--- src/rtl/bird_pkg.sv ---
// Shared types and default geometry/physics constants for the bird block.
package bird_pkg;

  typedef enum logic [1:0] {
    IDLE = 2'd0,
    RUN  = 2'd1,
    DEAD = 2'd2
  } bird_state_t;

  localparam int H_ACTIVE_DEF     = 640;
  localparam int V_ACTIVE_DEF     = 480;
  localparam int HMAX_DEF         = 800;
  localparam int VMAX_DEF         = 525;
  localparam int BIRD_X_DEF       = 160;
  localparam int BIRD_SIZE_DEF    = 16;
  localparam int GRAVITY_DEF      = 1;
  localparam int FLAP_IMPULSE_DEF = 8;
  localparam int VEL_MAX_DEF      = 10;

endpackage

--- src/rtl/rise_detect.sv ---
// Single-cycle rising-edge detector: compares the input against its
// previous-cycle sample, so a held-high level yields one event.
module rise_detect (
  input  logic clk,
  input  logic rst,
  input  logic d,
  output logic rise
);

  logic d_q;

  // Previous-cycle sample of the input.
  // NOTE: sequential state uses non-blocking assignments so every register
  // samples pre-edge values regardless of block ordering.
  always_ff @(posedge clk or posedge rst) begin
    if (rst) d_q <= 1'b0;
    else     d_q <= d;
  end

  assign rise = d & ~d_q;

endmodule

--- src/rtl/bird_motion_ctrl.sv ---
// Bird game controller: IDLE/RUN/DEAD state machine, per-frame gravity and
// flap physics with ceiling/floor handling, and a registered bird sprite mask.
module bird_motion_ctrl
  import bird_pkg::*;
#(
  parameter int H_ACTIVE     = H_ACTIVE_DEF,
  parameter int V_ACTIVE     = V_ACTIVE_DEF,
  parameter int HMAX         = HMAX_DEF,
  parameter int VMAX         = VMAX_DEF,
  parameter int BIRD_X       = BIRD_X_DEF,
  parameter int BIRD_SIZE    = BIRD_SIZE_DEF,
  parameter int GRAVITY      = GRAVITY_DEF,
  parameter int FLAP_IMPULSE = FLAP_IMPULSE_DEF,
  parameter int VEL_MAX      = VEL_MAX_DEF
) (
  input  logic                         i_Clk,
  input  logic                         i_Reset,
  input  logic                         i_Frame_Tick,
  input  logic                         i_Start,
  input  logic                         i_Flap,
  input  logic                         i_Collide,
  input  logic [$clog2(HMAX)-1:0]      i_H_Count,
  input  logic [$clog2(VMAX)-1:0]      i_V_Count,
  output logic                         o_Draw_Bird,
  output logic [$clog2(V_ACTIVE)-1:0]  o_Bird_Y,
  output bird_state_t                  o_State,
  output logic                         o_Dead,
  output logic [7:0]                   o_Flap_Count
);

  localparam int YW = $clog2(V_ACTIVE);
  // Two extra bits: one for sign, one so Y + velocity cannot wrap.
  localparam int SW = YW + 2;

  localparam logic [YW-1:0]        Y_START   = YW'((V_ACTIVE - BIRD_SIZE) / 2);
  localparam logic signed [SW-1:0] FLOOR_S   = SW'(V_ACTIVE - BIRD_SIZE);
  localparam logic signed [SW-1:0] GRAV_S    = SW'(GRAVITY);
  localparam logic signed [SW-1:0] VEL_MAX_S = SW'(VEL_MAX);
  localparam logic signed [SW-1:0] FLAP_S    = -(SW'(FLAP_IMPULSE));

  bird_state_t             state, state_n;
  logic [YW-1:0]           y, y_n;
  logic signed [SW-1:0]    vel, vel_n;
  logic                    pending, pending_n;
  logic [7:0]              flap_cnt, flap_cnt_n;
  logic                    draw_n;

  logic                    start_rise, flap_rise;
  logic                    flap_req;
  logic signed [SW-1:0]    vel_inc, vel_new, y_sum;
  logic [31:0]             h32, v32, y32;

  rise_detect u_start_rise (
    .clk  (i_Clk),
    .rst  (i_Reset),
    .d    (i_Start),
    .rise (start_rise)
  );

  rise_detect u_flap_rise (
    .clk  (i_Clk),
    .rst  (i_Reset),
    .d    (i_Flap),
    .rise (flap_rise)
  );

  // A flap edge arriving in the same cycle as the tick is applied on that tick.
  assign flap_req = pending | flap_rise;
  assign vel_inc  = vel + GRAV_S;
  assign vel_new  = flap_req ? FLAP_S : ((vel_inc > VEL_MAX_S) ? VEL_MAX_S : vel_inc);
  assign y_sum    = $signed({2'b00, y}) + vel_new;

  // Game state register.
  always_ff @(posedge i_Clk or posedge i_Reset) begin
    if (i_Reset) state <= IDLE;
    else         state <= state_n;
  end

  // Next-state and physics update.
  // NOTE: every output of this block gets a default first, so no path can
  // leave a signal unassigned and infer a latch.
  always_comb begin
    state_n    = state;
    y_n        = y;
    vel_n      = vel;
    pending_n  = pending;
    flap_cnt_n = flap_cnt;
    unique case (state)
      IDLE: begin
        if (start_rise) begin
          state_n    = RUN;
          vel_n      = '0;
          pending_n  = 1'b0;
          flap_cnt_n = '0;
        end
      end
      RUN: begin
        if (i_Collide) begin
          state_n = DEAD;
        end else if (i_Frame_Tick) begin
          if (flap_req) begin
            pending_n  = 1'b0;
            flap_cnt_n = (flap_cnt == 8'hFF) ? flap_cnt : flap_cnt + 8'd1;
          end
          if (y_sum[SW-1]) begin
            y_n   = '0;
            vel_n = '0;
          end else if (y_sum >= FLOOR_S) begin
            y_n     = FLOOR_S[YW-1:0];
            vel_n   = vel_new;
            state_n = DEAD;
          end else begin
            y_n   = y_sum[YW-1:0];
            vel_n = vel_new;
          end
        end else if (flap_rise) begin
          pending_n = 1'b1;
        end
      end
      DEAD: begin
        if (start_rise) begin
          state_n   = IDLE;
          y_n       = Y_START;
          vel_n     = '0;
          pending_n = 1'b0;
        end
      end
      default: state_n = IDLE;
    endcase
  end

  // Sprite hit test on the current pixel, registered below.
  assign h32 = 32'(i_H_Count);
  assign v32 = 32'(i_V_Count);
  assign y32 = 32'(y);

  always_comb begin
    draw_n = (h32 >= BIRD_X) && (h32 < BIRD_X + BIRD_SIZE) && (h32 < H_ACTIVE) &&
             (v32 >= y32)    && (v32 < y32 + BIRD_SIZE)    && (v32 < V_ACTIVE);
  end

  // Datapath registers: position, velocity, flap bookkeeping, sprite mask.
  always_ff @(posedge i_Clk or posedge i_Reset) begin
    if (i_Reset) begin
      y        <= Y_START;
      vel      <= '0;
      pending  <= 1'b0;
      flap_cnt <= '0;
      o_Draw_Bird <= 1'b0;
    end else begin
      y        <= y_n;
      vel      <= vel_n;
      pending  <= pending_n;
      flap_cnt <= flap_cnt_n;
      o_Draw_Bird <= draw_n;
    end
  end

  assign o_Bird_Y     = y;
  assign o_State      = state;
  assign o_Dead       = (state == DEAD);
  assign o_Flap_Count = flap_cnt;

endmodule

--- config.mk ---
export PLATFORM = sky130hd
export DESIGN_NAME = bird_motion_ctrl
export DESIGN_NICKNAME = d
export VERILOG_FILES = /design/src/rtl/bird_pkg.sv /design/src/rtl/rise_detect.sv /design/src/rtl/bird_motion_ctrl.sv
export SDC_FILE = /design/constraint.sdc
export NUM_CORES = 1
export LEC_CHECK = 0
export BUFFER_PORTS_ARGS = -buffer_cell sky130_fd_sc_hd__buf_2
export CAP_MARGIN = 20
export CORE_MARGIN = 2
export CORE_UTILIZATION = 30
export DETAILED_ROUTE_END_ITERATION = 6
export SLEW_MARGIN = 10
export SYNTH_ARGS = -nofsm -noshare
export SYNTH_HDL_FRONTEND = slang
export SYNTH_SLANG_ARGS = --single-unit
--- constraint.sdc ---
create_clock -name i_Clk -period 5.8 [get_ports i_Clk]
set_clock_uncertainty 0.15 [all_clocks]
set_input_delay 1.45 -clock i_Clk [delete_from_list [all_inputs] [get_ports i_Clk]]
set_output_delay 1.45 -clock i_Clk [all_outputs]
set_load 0.005 [all_outputs]
== Word level (Yosys, flattened, before mapping) ==
Index checks and enable logic that the tools add are counted.

* Multipliers: 0
* Order comparisons: 8
* Bitwise logic cells: 5
* Shift operators: 0
* Add/subtract/negate cells: 4
* Divide/modulo/power cells: 0
* Equality and inequality tests: 15
* Reductions and logical operators: 15
* Multiplexer cells: 32

{| class="wikitable"
|+ Operators by type and width
! kind !! count
|-
| 11-bit 2-to-1 mux || 6
|-
| 9-bit 2-to-1 mux || 5
|-
| 8-bit 2-to-1 mux || 5
|-
| 11-bit case mux with 2 select lines || 1
|-
| 9-bit case mux with 2 select lines || 1
|-
| 8-bit case mux with 2 select lines || 1
|-
| 3-bit != test, second input constant || 5
|-
| 2-bit 2-to-1 mux || 6
|-
| 10-bit by 11-bit adder with 11-bit output || 1
|-
| 11-bit by 2-bit adder with 11-bit output, second input constant || 1
|-
| 11-bit by 10-bit >= comparator with 1-bit output, second input constant || 1
|-
| 11-bit by 5-bit greater-than comparator with 1-bit output, second input constant || 1
|-
| 9-bit by 5-bit adder with 10-bit output, second input constant || 1
|-
| 10-bit by 8-bit >= comparator with 1-bit output, second input constant || 1
|-
| 10-bit by 9-bit >= comparator with 1-bit output || 1
|-
| 10-bit less-than comparator || 1
|-
| 10-bit less-than comparator, second input constant || 1
|-
| 10-bit by 8-bit less-than comparator with 1-bit output, second input constant || 1
|-
| 10-bit by 9-bit less-than comparator with 1-bit output, second input constant || 1
|-
| 2-bit != test, second input constant || 5
|-
| 5-bit AND reduction || 2
|-
| 8-bit by 1-bit adder with 8-bit output, second input constant || 1
|-
| 8-bit == test, second input constant || 1
|-
| 4-bit AND reduction || 2
|-
| 14 further kinds || 27
|}

* Word-level logic and storage cells: 87
* Memory bits (writable): 0
* Latch bits: 0
* Bits in read-only memories: 0
* Register bits: 34
* Memories: 0

== Depth between registers and ports, before layout ==
Gate-level depths: netlist (run 1).

* Depth after elaboration: 11
* Depth in mapped cells: 21

== Modules after synthesis ==
From an unflattened synthesis (run 1), not the netlist that was laid out.

* Cells, all modules: 329
* Area total of the unflattened synthesis: 2852.7 µm²

{| class="wikitable"
|+ By module, submodules not included
! module !! area each (µm²) !! times used !! cells an instance
|-
| bird_motion_ctrl || 2767.7 || 1 || 323
|-
| rise_detect || 42.5 || 2 || 3
|}

== Worst setup path after synthesis (run 1) ==
Ideal clock, no wire load.

* Path type: input to register
* From: input port i_Flap
* To: register vel[8]
* Data arrival time: 4271 ps
* Buffers on the path: 0
* Setup slack: 1312 ps
* Stages: 16
* Data required time: 5583 ps
* Cell sequence: nor2b_1 nor2_1 nand2b_1 nor2_1 ha_1 inv_1 fa_1 nand3b_1 nand4_1 a31oi_1 nor2_1 ha_1 nand2b_1 or3_1 a21oi_1 a221o_1

* Longest elaborated chain between the ends: 8

{| class="wikitable"
|+ Ends and longest elaborated chain
! item !! line !! RTL
|-
| start: declaration || bird_motion_ctrl.sv:20 || <nowiki>input logic i_Flap,</nowiki>
|-
| 1-bit AND * || rise_detect.sv:20 || <nowiki>assign rise = d & ~d_q;</nowiki>
|-
| 1-bit bitwise OR * || bird_motion_ctrl.sv:68 || <nowiki>assign flap_req = pending | flap_rise;</nowiki>
|-
| 11-bit 2-to-1 mux * || bird_motion_ctrl.sv:70 || <nowiki>assign vel_new = flap_req ? FLAP_S : ((vel_inc > VEL_MAX_S) ? VEL_MAX_S : vel_inc);</nowiki>
|-
| 10-bit by 11-bit adder with 11-bit output || bird_motion_ctrl.sv:71 || <nowiki>assign y_sum = $signed({2'b00, y}) + vel_new;</nowiki>
|-
| 11-bit 2-to-1 mux * || bird_motion_ctrl.sv:105 || <nowiki>if (y_sum[SW-1]) begin</nowiki>
|-
| 11-bit 2-to-1 mux * || bird_motion_ctrl.sv:100 || <nowiki>end else if (i_Frame_Tick) begin</nowiki>
|-
| 11-bit 2-to-1 mux * || bird_motion_ctrl.sv:98 || <nowiki>if (i_Collide) begin</nowiki>
|-
| 11-bit case mux with 2 select lines * || bird_motion_ctrl.sv:88 || <nowiki>unique case (state)</nowiki>
|-
| end signal: assignment || bird_motion_ctrl.sv:152 || <nowiki>vel <= vel_n;</nowiki>
|-
| end: declaration || bird_motion_ctrl.sv:43 || <nowiki>logic signed [SW-1:0] vel, vel_n;</nowiki>
|}

Mark *: on every way between the ends. The rest lies on a longest branch, timed or not. The select of a mux whose other input is x is not followed.
A chain may end at the register's enable or synchronous reset.

== Worst setup path after layout (run 1) ==
* From: register vel[0]
* To: register vel[8]

* Longest elaborated chain between the ends: 9

{| class="wikitable"
|+ Ends and longest elaborated chain
! item !! line !! RTL
|-
| 11-bit by 2-bit adder with 11-bit output * || bird_motion_ctrl.sv:69 || <nowiki>assign vel_inc = vel + GRAV_S;</nowiki>
|-
| 11-bit by 5-bit greater-than comparator with 1-bit output || bird_motion_ctrl.sv:70 ||
|-
| 11-bit 2-to-1 mux * (2 in series) || bird_motion_ctrl.sv:70 ||
|-
| 10-bit by 11-bit adder with 11-bit output || bird_motion_ctrl.sv:71 ||
|-
| 11-bit 2-to-1 mux * || bird_motion_ctrl.sv:105 ||
|-
| 11-bit 2-to-1 mux * || bird_motion_ctrl.sv:100 ||
|-
| 11-bit 2-to-1 mux * || bird_motion_ctrl.sv:98 ||
|-
| 11-bit case mux with 2 select lines * || bird_motion_ctrl.sv:88 ||
|}

Marks and branches as above.

==> run metrics, run 1 <==
syn_area_per_cell=8.77 um^2; last weighted congestion value of the routability-driven placer=0.885; Buffers on Ports=42; core region area=just over 9000 um^2; worst slack after detailed placement=807 ps; total negative slack=0 ps; clk_lat worst skew=290 ps; register-to-register setup slack=880 ps; final standard cell area without fillers=~3200 um^2; r2r worst-path depth=19; number of top-level pins=47; number of antenna violations at the first check in global routing=0; Post-CTS Hold Fix Bufs=0; CTS max path bufs=2; area leader, netlist=sky130_fd_sc_hd__dfrtp_1; count of mapped cells out of synthesis=approximately 320; cell-by-cell trace of the critical path=ha_1 > and3_1 > nand3_1 > xor2_1 > a41oi_2 > nand2b_1 > nor2_1 > ha_1 > inv_1 > fa_1 > nand3b_1 > nand4_1 > a31oi_1 > nor2_1 > ha_1 > nand2b_1 > or3_1 > a21oi_1 > a221o_1; number of endpoints failing setup at the final stage=0; Hold Startpoint=pending; count of max-cap constraint violations=0; remaining antenna violation count after routing=0; RSZ-0062 raised after global routing=no; number of enable flip-flop cells after synthesis=0; detailed-route via count=2,535; ant diodes=0; Worst-Margin Slew=766 ps; TritonCTS clock tree=done; clock transition at the registers of the reported paths=80 ps; first-pass detailed-route iteration total=5; die area=10,200 um^2; global routing usage summed across all routing layers=13.9%; die span in y=101 um; Final Worst Setup Slack=877 ps; fraction of the core area covered by cells at the end of the flow=35.3%; DRC violations left=0; placement-stage cell area=3150 um^2; Worst IR Drop VDD=0.159 mV; time the worst path needs with I/O delays and setup=roughly 4900 ps; Layout Area Growth over Synthesis=14.4%; share of post-route cells with drive strength above 1=around 19%; sequential cell area fraction in the yosys report=between 30% and 40%; Clk Tree Root Cell=sky130_fd_sc_hd__clkbuf_8; worst-case hold path end point=pending; global route total overflow=0; most frequent cell on the critical path=sky130_fd_sc_hd__ha_1; share of the clock period used by the worst path after layout=between 80% and 90%; Commonest cells post-synth=sky130_fd_sc_hd__dfrtp_1 (30), sky130_fd_sc_hd__ha_1 (30), sky130_fd_sc_hd__nand2_1 (24), sky130_fd_sc_hd__o21ai_0 (24), sky130_fd_sc_hd__inv_1 (23); Die Span X=101 um; Pins Over Slew Limit=0; DR vias/cell=5.31; startpoint of the lowest-slack register-to-register path=vel[0]; hpwl dp=~5200 um; effective utilization at floorplan=30.8%; Yosys cell types=60; Leak=1.54 nW; reg2reg end=vel[8]; synth warn=0; required time worst endpoint=5870 ps; Worst EP arrival=5000 ps; Inserted Clock Buffers=5; Max-slew headroom=48.5%; worst hold path type=flop to flop; drt wl/cell=around 14 um; final layout net count=422; post-CTS repair timing setup buffer count=0; Async S/R FF share, synth=100%; clock sink count=34; Worst Hold Depth=2; cell types with the largest area share after synthesis=sky130_fd_sc_hd__dfrtp_1 (27%), sky130_fd_sc_hd__ha_1 (13%), sky130_fd_sc_hd__o21ai_0 (4.2%); first-pass GRT wire length=approximately 12,000 um; net count of the mapped netlist=380; number of design-rule violations left by the first detailed-router iteration=106; H-tree depth=2; most frequently used flop master after synthesis=sky130_fd_sc_hd__dfrtp_1; portion of synthesized cell area occupied by the leading cell type=26.5%; flops & latches, synth=34; summed instance area of the synthesized netlist=2830 um^2; Final Hold Fails=0; maximum net fanout on the critical path=8; critical path's slowest cell=sky130_fd_sc_hd__dfrtp_1; power density over the cells=359 nW/um^2; Post-CTS Resized=0; total length of routed wires=6750 um; delay of the slowest critical-path stage=490 ps; Worst Path Class, Setup=flop to flop; vias in the first global route=2,455; power after layout=around 1.2 mW; highest attainable clock frequency=approximately 200 MHz; critical path capture point type=flop; largest net degree at the start of global routing=35; Critical Path Start Type=flop; number of rows created at floorplan=35; status=complete, no violations
==> logic make-up after synthesis <==
group	share of synthesized area (%)
flops	30.2
buf+inv	5.08
compound gates	21.5
simple gates	22.3
fa+ha+maj	14.0
mux	0.707
xor+xnor	6.18
==> where the power goes <==
| group | total, mW | leakage, nW | internal, mW | switching, mW |
|---|---|---|---|---|
| registers | 0.365 | 0.451 | 0.291 | 0.0740 |
| logic | 0.612 | 1.04 | 0.268 | 0.344 |
| clock network | 0.187 | 0.0472 | 0.0955 | 0.0920 |
==> layer usage <==
| layer | vias to the layer above | routed length, um | GRT usage (%) |
|---|---|---|---|
| met1 | 1187 | 3150 | 18.8 |
| met3 | 4 | 374 | 2.76 |
| li1 | 1275 | - | - |
| met5 | - | 0 | 0 |
| met4 | 0 | 46 | 3.22 |
| met2 | 69 | 3170 | 23.1 |
==> per-stage QoR <==
| step | hold WS (ps) | std cells |
|---|---|---|
| 2_1_floorplan | 324 | 323 |
| 3_3_place_gp | 349 | 469 |
| 3_5_place_dp | 353 | 469 |
| 4_1_cts | 372 | 477 |
| 5_1_grt | 406 | 477 |
| 6_report | 366 | 477 |
==> registers in the layout (all words and copies together), names as in the netlist <==
name	count
o_Flap_Count	8
u_flap_rise.d_q	1
u_start_rise.d_q	1
o_State	2
o_Draw_Bird	1
pending	1
vel	11
o_Bird_Y	9
==> how the worst max path moves through the flow <==
stage	start	to	slack [ps]	cells past startpoint
2_1_floorplan	i_Flap	vel[8]	1310	16
3_3_place_gp	i_Flap	vel[8]	870	18
3_5_place_dp	i_Flap	vel[8]	810	15
4_1_cts	vel[0]	vel[8]	890	19
5_1_grt	vel[0]	vel[8]	470	19
6_report	vel[0]	vel[8]	880	19
==> critical path, delay by kind of cell (launching register included) <==
family,cells,cell delay [ps]
xor+xnor,1,250
flops,1,490
fa+ha+maj,4,1250
compound gates,4,600
buf+inv,1,70
simple gates,9,2040
==> cell usage in the layout, fill, tap and decap left out, types with 4 or more instances in the layout <==
master                      n
sky130_fd_sc_hd__nor3_1    10
sky130_fd_sc_hd__and2_1     4
sky130_fd_sc_hd__a22o_1     5
sky130_fd_sc_hd__a211oi_1   4
sky130_fd_sc_hd__nor2_1    18
sky130_fd_sc_hd__a31oi_1    5
sky130_fd_sc_hd__ha_1      30
sky130_fd_sc_hd__xnor2_1    7
sky130_fd_sc_hd__buf_2     42
sky130_fd_sc_hd__dfrtp_1   30
sky130_fd_sc_hd__nand4_1    9
sky130_fd_sc_hd__o22ai_1    4
sky130_fd_sc_hd__nand2_1   24
sky130_fd_sc_hd__a21o_1     5
sky130_fd_sc_hd__nand2b_1   7
sky130_fd_sc_hd__nand3_1   16
sky130_fd_sc_hd__xor2_1    13
sky130_fd_sc_hd__o211ai_1   4
sky130_fd_sc_hd__dfstp_2    4
sky130_fd_sc_hd__inv_1     23
sky130_fd_sc_hd__or3_1      4
sky130_fd_sc_hd__clkbuf_8   6
sky130_fd_sc_hd__a21oi_1   13
sky130_fd_sc_hd__o21ai_0   24
sky130_fd_sc_hd__and3_1     5
==> layout make-up <==
class                      count  area [um^2]
sequential                    34          856
fill                         955         5950
clock inverter                 2         12.5
timing repair buffer          45          233
tap                          111          139
multi-input combinational    256         1830
clock buffer                   6         82.6
inverter                      23         86.3
Power figures use the tool's default switching activity.
==> run 2, diff against run 1 <==
--- a/config.mk
+++ b/config.mk
@@ -5,6 +5,7 @@
 export SDC_FILE = /design/constraint.sdc
 export NUM_CORES = 1
 export LEC_CHECK = 0
+export ABC_AREA = 1
 export BUFFER_PORTS_ARGS = -buffer_cell sky130_fd_sc_hd__buf_2
 export CAP_MARGIN = 20
 export CORE_MARGIN = 2
==> constraint.sdc (replaced) <==
create_clock -name i_Clk -period 4.9 [get_ports i_Clk]
set_clock_uncertainty 0.15 [all_clocks]
set_input_delay 1.225 -clock i_Clk [delete_from_list [all_inputs] [get_ports i_Clk]]
set_output_delay 1.225 -clock i_Clk [all_outputs]
set_load 0.005 [all_outputs]
==> run 2 against run 1 <==
  * Non-clock buffer count down 1
  * Sequential power increased by 24%
  * Largest power group unchanged
  * Synthesized cell count rose by 31%
==> run metrics, run 2 <==
leading cell types in the layout, fill and taps excluded=sky130_fd_sc_hd__nand2_1 (101), sky130_fd_sc_hd__inv_1 (76), sky130_fd_sc_hd__buf_2 (42); time the worst path needs with I/O delays and setup=4230 ps (-697 ps); Leak=1.89 nW (+23%); hpwl dp=5570 um (+6.5%); number of top-level pins=47 (unchanged); clock network power share=12.3% (-3.8 points); Final Worst Setup Slack=673 ps (-203 ps); number of enable flip-flop cells after synthesis=0 (unchanged); number of endpoints failing setup at the final stage=0 (unchanged); Hold Startpoint=vel[8]; number of design-rule violations left by the first detailed-router iteration=103 (-2.8%); global route total overflow=0 (unchanged); portion of synthesized cell area occupied by the leading cell type=25.2% (-1.3 points); highest attainable clock frequency=237 MHz (+16%); register-to-register setup slack=670 ps (-200 ps); Layout Area Growth over Synthesis=16.3%; synth warn=0 (unchanged); Commonest cells post-synth=sky130_fd_sc_hd__nand2_1 (101), sky130_fd_sc_hd__inv_1 (76), sky130_fd_sc_hd__nor2_1 (37); Worst IR Drop VDD=0.254 mV (+60%); area leader, netlist=sky130_fd_sc_hd__dfrtp_1; Clk Tree Root Cell=sky130_fd_sc_hd__clkbuf_8; DRC violations left=0 (unchanged); Inserted Clock Buffers=5 (unchanged); effective utilization at floorplan=30.7% (-0.13 points); summed instance area of the synthesized netlist=2980 um^2 (+5.3%); drt wl/cell=11.5 um (-19%); final layout net count=530 (+26%); Pins Over Slew Limit=0 (unchanged); sequential cell area fraction in the yosys report=28.7% (-1.5 points); Post-CTS Hold Fix Bufs=0 (unchanged); die area=10,800 um^2 (+5.1%); r2r worst-path depth=25 (+6); last weighted congestion value of the routability-driven placer=0.823 (-7.0%); most frequent standard cell in the layout excluding fill and tap cells=sky130_fd_sc_hd__nand2_1; remaining antenna violation count after routing=0 (unchanged); Yosys cell types=37 (-38%); number of antenna violations at the first check in global routing=0 (unchanged); most frequently used flop master after synthesis=sky130_fd_sc_hd__dfrtp_1; clock transition at the registers of the reported paths=80 ps (about the same); Async S/R FF share, synth=100% (unchanged); most frequent cell after synthesis=sky130_fd_sc_hd__nand2_1; worst hold path type=flop to flop; Worst EP arrival=4290 ps (-710 ps); Max-slew headroom=68.4% (+20 points); required time worst endpoint=4960 ps (-910 ps); placement-stage cell area=3380 um^2 (+7.3%); global routing usage summed across all routing layers=13.2% (-0.72 points); Largest Register=vel; share of post-route cells with drive strength above 1=19.2% (+0.62 points); Hold Slack=344 ps (-21.3 ps); Switching Power=0.961 mW (+88%); Worst-Margin Slew=474 ps (-292 ps); flip-flop count of the largest register, all copies and words added=11 (unchanged); startpoint of the lowest-slack register-to-register path=vel[0]; net count of the mapped netlist=479 (+26%); first-pass detailed-route iteration total=4 (-1); Switching Fraction=51.5% (+7.7 points); power share of the combinational group=63.3% (+11 points); Die Span X=104 um (+2.5%); number of rows created at floorplan=36 (+2.9%); detailed-route via count=2,756 (+8.7%); ant diodes=0 (unchanged); Buffers on Ports=42 (unchanged); sequential fraction of design power=24.3% (-7.0 points); share of the clock period used by the worst path after layout=86.3% (+1.4 points); clk_lat worst skew=300 ps (about the same); H-tree depth=2 (unchanged); RSZ-0062 raised after global routing=no; largest net degree at the start of global routing=35 (unchanged); DR vias/cell=4.54 (-15%); Final Hold Fails=0 (unchanged); worst slack after detailed placement=561 ps (-245 ps); power density over the cells=537 nW/um^2 (+50%); final standard cell area without fillers=3470 um^2 (+7.1%); cell types with the largest area share after synthesis=sky130_fd_sc_hd__dfrtp_1 (25%), sky130_fd_sc_hd__nand2_1 (13%), sky130_fd_sc_hd__ha_1 (13%); total length of routed wires=6960 um (+3.2%); Post-CTS Resized=0 (unchanged); total negative slack=0 ps (unchanged); syn_area_per_cell=7.07 um^2 (-19%); core region area=9730 um^2 (+5.8%); TritonCTS clock tree=done; critical path capture point type=flop; reg2reg end=o_Bird_Y[7]; Worst Hold Depth=2 (unchanged); Critical Path Start Type=flop; Worst Path Class, Setup=flop to flop; count of max-cap constraint violations=0 (unchanged); flops & latches, synth=34 (unchanged); maximum net fanout on the critical path=6 (-2); clock sink count=34 (unchanged); first-pass GRT wire length=12,000 um (+3.2%); status=complete, no violations; post-CTS repair timing setup buffer count=0 (unchanged); count of mapped cells out of synthesis=422 (+31%); vias in the first global route=2,616 (+6.6%); internal power=0.905 mW (+38%); worst-case hold path end point=vel[8]; die span in y=104 um (+2.5%); CTS max path bufs=2 (unchanged)
## run 2: changes by cell type in the layout (fill, tap and decap cells not counted), moves of 7 or more
cell | previous run | this run
sky130_fd_sc_hd__inv_1 | 23 | 76
sky130_fd_sc_hd__nand3_1 | 16 | 23
sky130_fd_sc_hd__nor2_1 | 18 | 37
sky130_fd_sc_hd__nand2_2 | 0 | 13
sky130_fd_sc_hd__nand2b_1 | 7 | 0
sky130_fd_sc_hd__o21ai_0 | 24 | 11
sky130_fd_sc_hd__nand2_1 | 24 | 101
## run 2: kinds of logic (layout without fill, tap and decap cells)
group	after synthesis	count (layout)	synth area share (%)
simple gates	210	210	34.3
buf+inv	83	135	10.4
compound gates	53	53	10.1
flops	34	34	28.7
fa+ha+maj	31	31	13.2
xor+xnor	11	11	3.23
## run 2: worst max-delay path by stage
| stage | start | end | depth (start not counted) |
|---|---|---|---|
| after floorplan | i_Flap | o_Bird_Y[4] | 22 |
| final | vel[0] | o_Bird_Y[7] | 25 |
| after global placement | i_Flap | o_State[1] | 23 |
| after CTS | vel[0] | o_Bird_Y[7] | 25 |
| after detailed placement | i_Flap | o_Bird_Y[7] | 21 |
| after global routing | vel[0] | o_Bird_Y[4] | 28 |
## run 2: cell type report
class,count,area [um^2]
Fill cell,1070,6260
Multi-Input combinational cell,305,1820
Sequential cell,34,856
Inverter,83,312
Timing Repair Buffer,44,225
Tap cell,133,166
Clock buffer,6,82.6
Clock inverter,2,12.5
## run 2: power by group through the flow
| stage | clock (mW) | combinational, mW | sequential [mW] |
|---|---|---|---|
| finish | 0.230 | 1.18 | 0.454 |
| global route | 0.247 | 1.36 | 0.466 |
| CTS | 0.234 | 1.18 | 0.456 |
| detailed placement | 0 | 1.17 | 0.460 |
| global placement | 0 | 1.16 | 0.459 |
| floorplan | 0 | 0.904 | 0.439 |
## run 2: metrics by stage
stage / util [%] / power (mW) / cells
floorplan: - / 1.34 / 422
global placement: 34.7 / 1.62 / 599
detailed placement: 34.7 / 1.63 / 599
CTS: 35.7 / 1.87 / 607
global route: 35.7 / 2.07 / 607
finish: 35.7 / 1.87 / 607
## run 2: critical path, cell delays in order (launching register included)
cell	delay, ps
sky130_fd_sc_hd__dfrtp_1	430
sky130_fd_sc_hd__ha_1	230
sky130_fd_sc_hd__nand2_2	90
sky130_fd_sc_hd__nor2_4	170
sky130_fd_sc_hd__nand3_1	100
sky130_fd_sc_hd__xor2_1	170
sky130_fd_sc_hd__nor2_1	100
sky130_fd_sc_hd__nand4_1	100
sky130_fd_sc_hd__nand2_2	130
sky130_fd_sc_hd__nand2_1	60
sky130_fd_sc_hd__nor2_1	160
sky130_fd_sc_hd__ha_1	220
sky130_fd_sc_hd__inv_1	80
sky130_fd_sc_hd__fa_1	390
sky130_fd_sc_hd__nand3b_1	210
sky130_fd_sc_hd__nand2_1	140
sky130_fd_sc_hd__nand2_1	80
sky130_fd_sc_hd__nand2_1	60
sky130_fd_sc_hd__nand2_1	60
sky130_fd_sc_hd__inv_1	50
sky130_fd_sc_hd__o21ai_0	70
sky130_fd_sc_hd__inv_1	60
sky130_fd_sc_hd__ha_1	290
sky130_fd_sc_hd__inv_1	260
sky130_fd_sc_hd__nand2_1	90
sky130_fd_sc_hd__a31oi_1	200
## run 2: per-layer routing
metal,part of all wire (%),global-route usage (%),vias up
li1,-,-,1449
met1,50,17.8,1260
met3,3.3,2.77,8
met5,0,0,-
met4,0.79,1.93,0
met2,46,22.3,39
==> run 3, diff against run 2 <==
==> constraint.sdc (replaced) <==
create_clock -name i_Clk -period 5.42 [get_ports i_Clk]
set_clock_uncertainty 0.15 [all_clocks]
set_input_delay 1.355 -clock i_Clk [delete_from_list [all_inputs] [get_ports i_Clk]]
set_output_delay 1.355 -clock i_Clk [all_outputs]
set_load 0.005 [all_outputs]
==> run 3 against run 2 <==
  * Worst setup slack gained 450 ps
  * Die area is the same
  * Routed wire length grew 2.2%
  * Via count grew 1.5%
  * Global-route usage grew 0.42 points
  * Utilization grew 0.41 points
  * Clock power grew 30%
  * Non-clock buffer count shrank 1
  * Combinational power shrank 9%
  * Power shrank 4.7%
==> run metrics, run 3 (same netlist as run 2, synthesis figures left out) <==
status=complete, no violations; drt wl/cell=11.7 um (+2.3%); worst hold path type=flop to flop; H-tree depth=2 (unchanged); Leak=1.91 nW (+1.0%); global route total overflow=0 (unchanged); CTS max path bufs=2 (unchanged); Worst-Margin Slew=473 ps (-0.628 ps); number of top-level pins=47 (unchanged); Worst EP arrival=4320 ps (+30 ps); number of antenna violations at the first check in global routing=0 (unchanged); clock network power share=16.9% (+4.6 points); share of the clock period used by the worst path after layout=79.3%; Hold Slack=339 ps (-5.14 ps); die span in y=104 um (unchanged); maximum net fanout on the critical path=10 (+4); Layout Area Growth over Synthesis=17.7%; TritonCTS clock tree=done; final layout net count=529 (-0.19%); largest net degree at the start of global routing=35 (unchanged); Inserted Clock Buffers=5 (unchanged); flip-flop count of the largest register, all copies and words added=11 (unchanged); Switching Power=0.868 mW (-9.6%); Critical Path Start Type=input port; Largest Register=vel; worst slack after detailed placement=839 ps (+278 ps); highest attainable clock frequency=233 MHz; post-CTS repair timing setup buffer count=0 (unchanged); sequential fraction of design power=23.0% (-1.3 points); critical path's slowest cell=sky130_fd_sc_hd__ha_1; global routing usage summed across all routing layers=13.6% (+0.42 points); first-pass GRT wire length=12,300 um (+2.7%); Post-CTS Hold Fix Bufs=0 (unchanged); delay of the slowest critical-path stage=410 ps (-20 ps); first-pass detailed-route iteration total=4 (unchanged); number of design-rule violations left by the first detailed-router iteration=116 (+13%); most frequent cell on the critical path=sky130_fd_sc_hd__nand2_1; effective utilization at floorplan=30.7% (unchanged); core region area=9730 um^2 (unchanged); most frequent standard cell in the layout excluding fill and tap cells=sky130_fd_sc_hd__nand2_1; vias in the first global route=2,701 (+3.2%); Die Span X=104 um (unchanged); total length of routed wires=7110 um (+2.2%); time the worst path needs with I/O delays and setup=4300 ps; Worst IR Drop VDD=0.202 mV (-21%); detailed-route via count=2,798 (+1.5%); remaining antenna violation count after routing=0 (unchanged); die area=10,800 um^2 (unchanged); Buffers on Ports=42 (unchanged); last weighted congestion value of the routability-driven placer=0.839 (+2.0%); hpwl dp=5650 um (+1.5%); DRC violations left=0 (unchanged); power density over the cells=506 nW/um^2 (-5.8%); Final Worst Setup Slack=1120 ps (+449 ps); Post-CTS Resized=0 (unchanged); Max-slew headroom=68.5% (about the same); DR vias/cell=4.62 (+1.7%); number of rows created at floorplan=36 (unchanged); Worst Path Class, Setup=input port to flop; clock transition at the registers of the reported paths=80 ps (about the same); Final Hold Fails=0 (unchanged); leading cell types in the layout, fill and taps excluded=sky130_fd_sc_hd__nand2_1 (101), sky130_fd_sc_hd__inv_1 (76), sky130_fd_sc_hd__buf_2 (42); RSZ-0062 raised after global routing=no; total negative slack=0 ps (unchanged); Switching Fraction=48.8% (-2.6 points); clk_lat worst skew=290 ps (about the same); power share of the combinational group=60.1% (-3.2 points); Pins Over Slew Limit=0 (unchanged); internal power=0.909 mW (+0.49%); cell-by-cell trace of the critical path=buf_2 > nand2_1 > nand2_1 > clkinv_1 > nand2_1 > nor2_1 > ha_1 > inv_1 > fa_1 > nand3b_1 > nand2_1 > nand2_1 > nand2_1 > nand2_1 > inv_1 > o21ai_0 > inv_1 > ha_1 > inv_1 > nand2_2 > nand2_1 > nand2_1 > o21ai_2; required time worst endpoint=5440 ps (+480 ps); ant diodes=0 (unchanged); share of post-route cells with drive strength above 1=19.0% (-0.17 points); critical path capture point type=flop; count of max-cap constraint violations=0 (unchanged); Clk Tree Root Cell=sky130_fd_sc_hd__clkbuf_8; clock sink count=34 (unchanged); Fillers=1,092 (+2.1%); multi-input logic area=1820 um^2 (unchanged); sequential cell area=856 um^2 (unchanged); number of endpoints failing setup at the final stage=0 (unchanged)
==> run 3: changes by cell type in the layout (fill, tap and decap cells not counted), sizes merged <==
cell / delta
bufinv: +2
clkinv: -1
buf: -1
clkinvlp: -1
==> run 3: worst paths after layout <==
check	startpoint	endpoint	slack (ps)	cells after the start
worst max-delay path	i_Flap	o_Bird_Y[4]	1120	23
worst min-delay path	vel[8]	vel[8]	340	2
worst max register to register	vel[0]	o_Bird_Y[7]	1200	26
worst min register to register	vel[8]	vel[8]	340	2
max in group asynchronous	i_Reset	o_Bird_Y[6]	3760	3
min in group asynchronous	i_Reset	o_Bird_Y[1]	1000	3
==> run 3: per-layer routing <==
| metal | track usage [%] | up-vias | wire (um) |
|---|---|---|---|
| met5 | 0 | - | 0 |
| li1 | - | 1447 | - |
| met4 | 4.05 | 0 | 101 |
| met2 | 22.8 | 53 | 3310 |
| met1 | 18.0 | 1287 | 3430 |
| met3 | 2.45 | 11 | 272 |
==> run 3: worst max-delay path: cells and delay by family <==
| kind | cells | cell delay (ps) |
|---|---|---|
| adders and majority gates | 3 | 840 |
| and+or+nand+nor | 12 | 1180 |
| buffers and inverters | 6 | 780 |
| AOI/OAI and AO/OA | 2 | 180 |
==> run 3: power groups by stage <==
stage               logic, mW  clock network, mW  registers (mW)
floorplan               0.817                  0           0.397
global placement         1.05                  0           0.415
detailed placement       1.06                  0           0.417
CTS                      1.07              0.306           0.412
global route             1.24              0.317           0.422
finish                   1.07              0.300           0.409
==> run 3: metrics by stage <==
stage	total power, mW	utilization (%)	std cells	area, um^2
global route	1.97	36.1	606	3510
global placement	1.46	34.6	598	3370
finish	1.78	36.1	606	3510
detailed placement	1.48	34.6	598	3370
CTS	1.79	36.1	606	3510
floorplan	1.21	-	422	2980
==> run 3: cell type report <==
cell class                 count  area share (%)
timing repair buffer          43            6.20
inverter                      83            8.87
clock inverter                 2            1.71
multi-input combinational    305            51.7
sequential                    34            24.4
clock buffer                   6            2.35
tap                          133            4.74
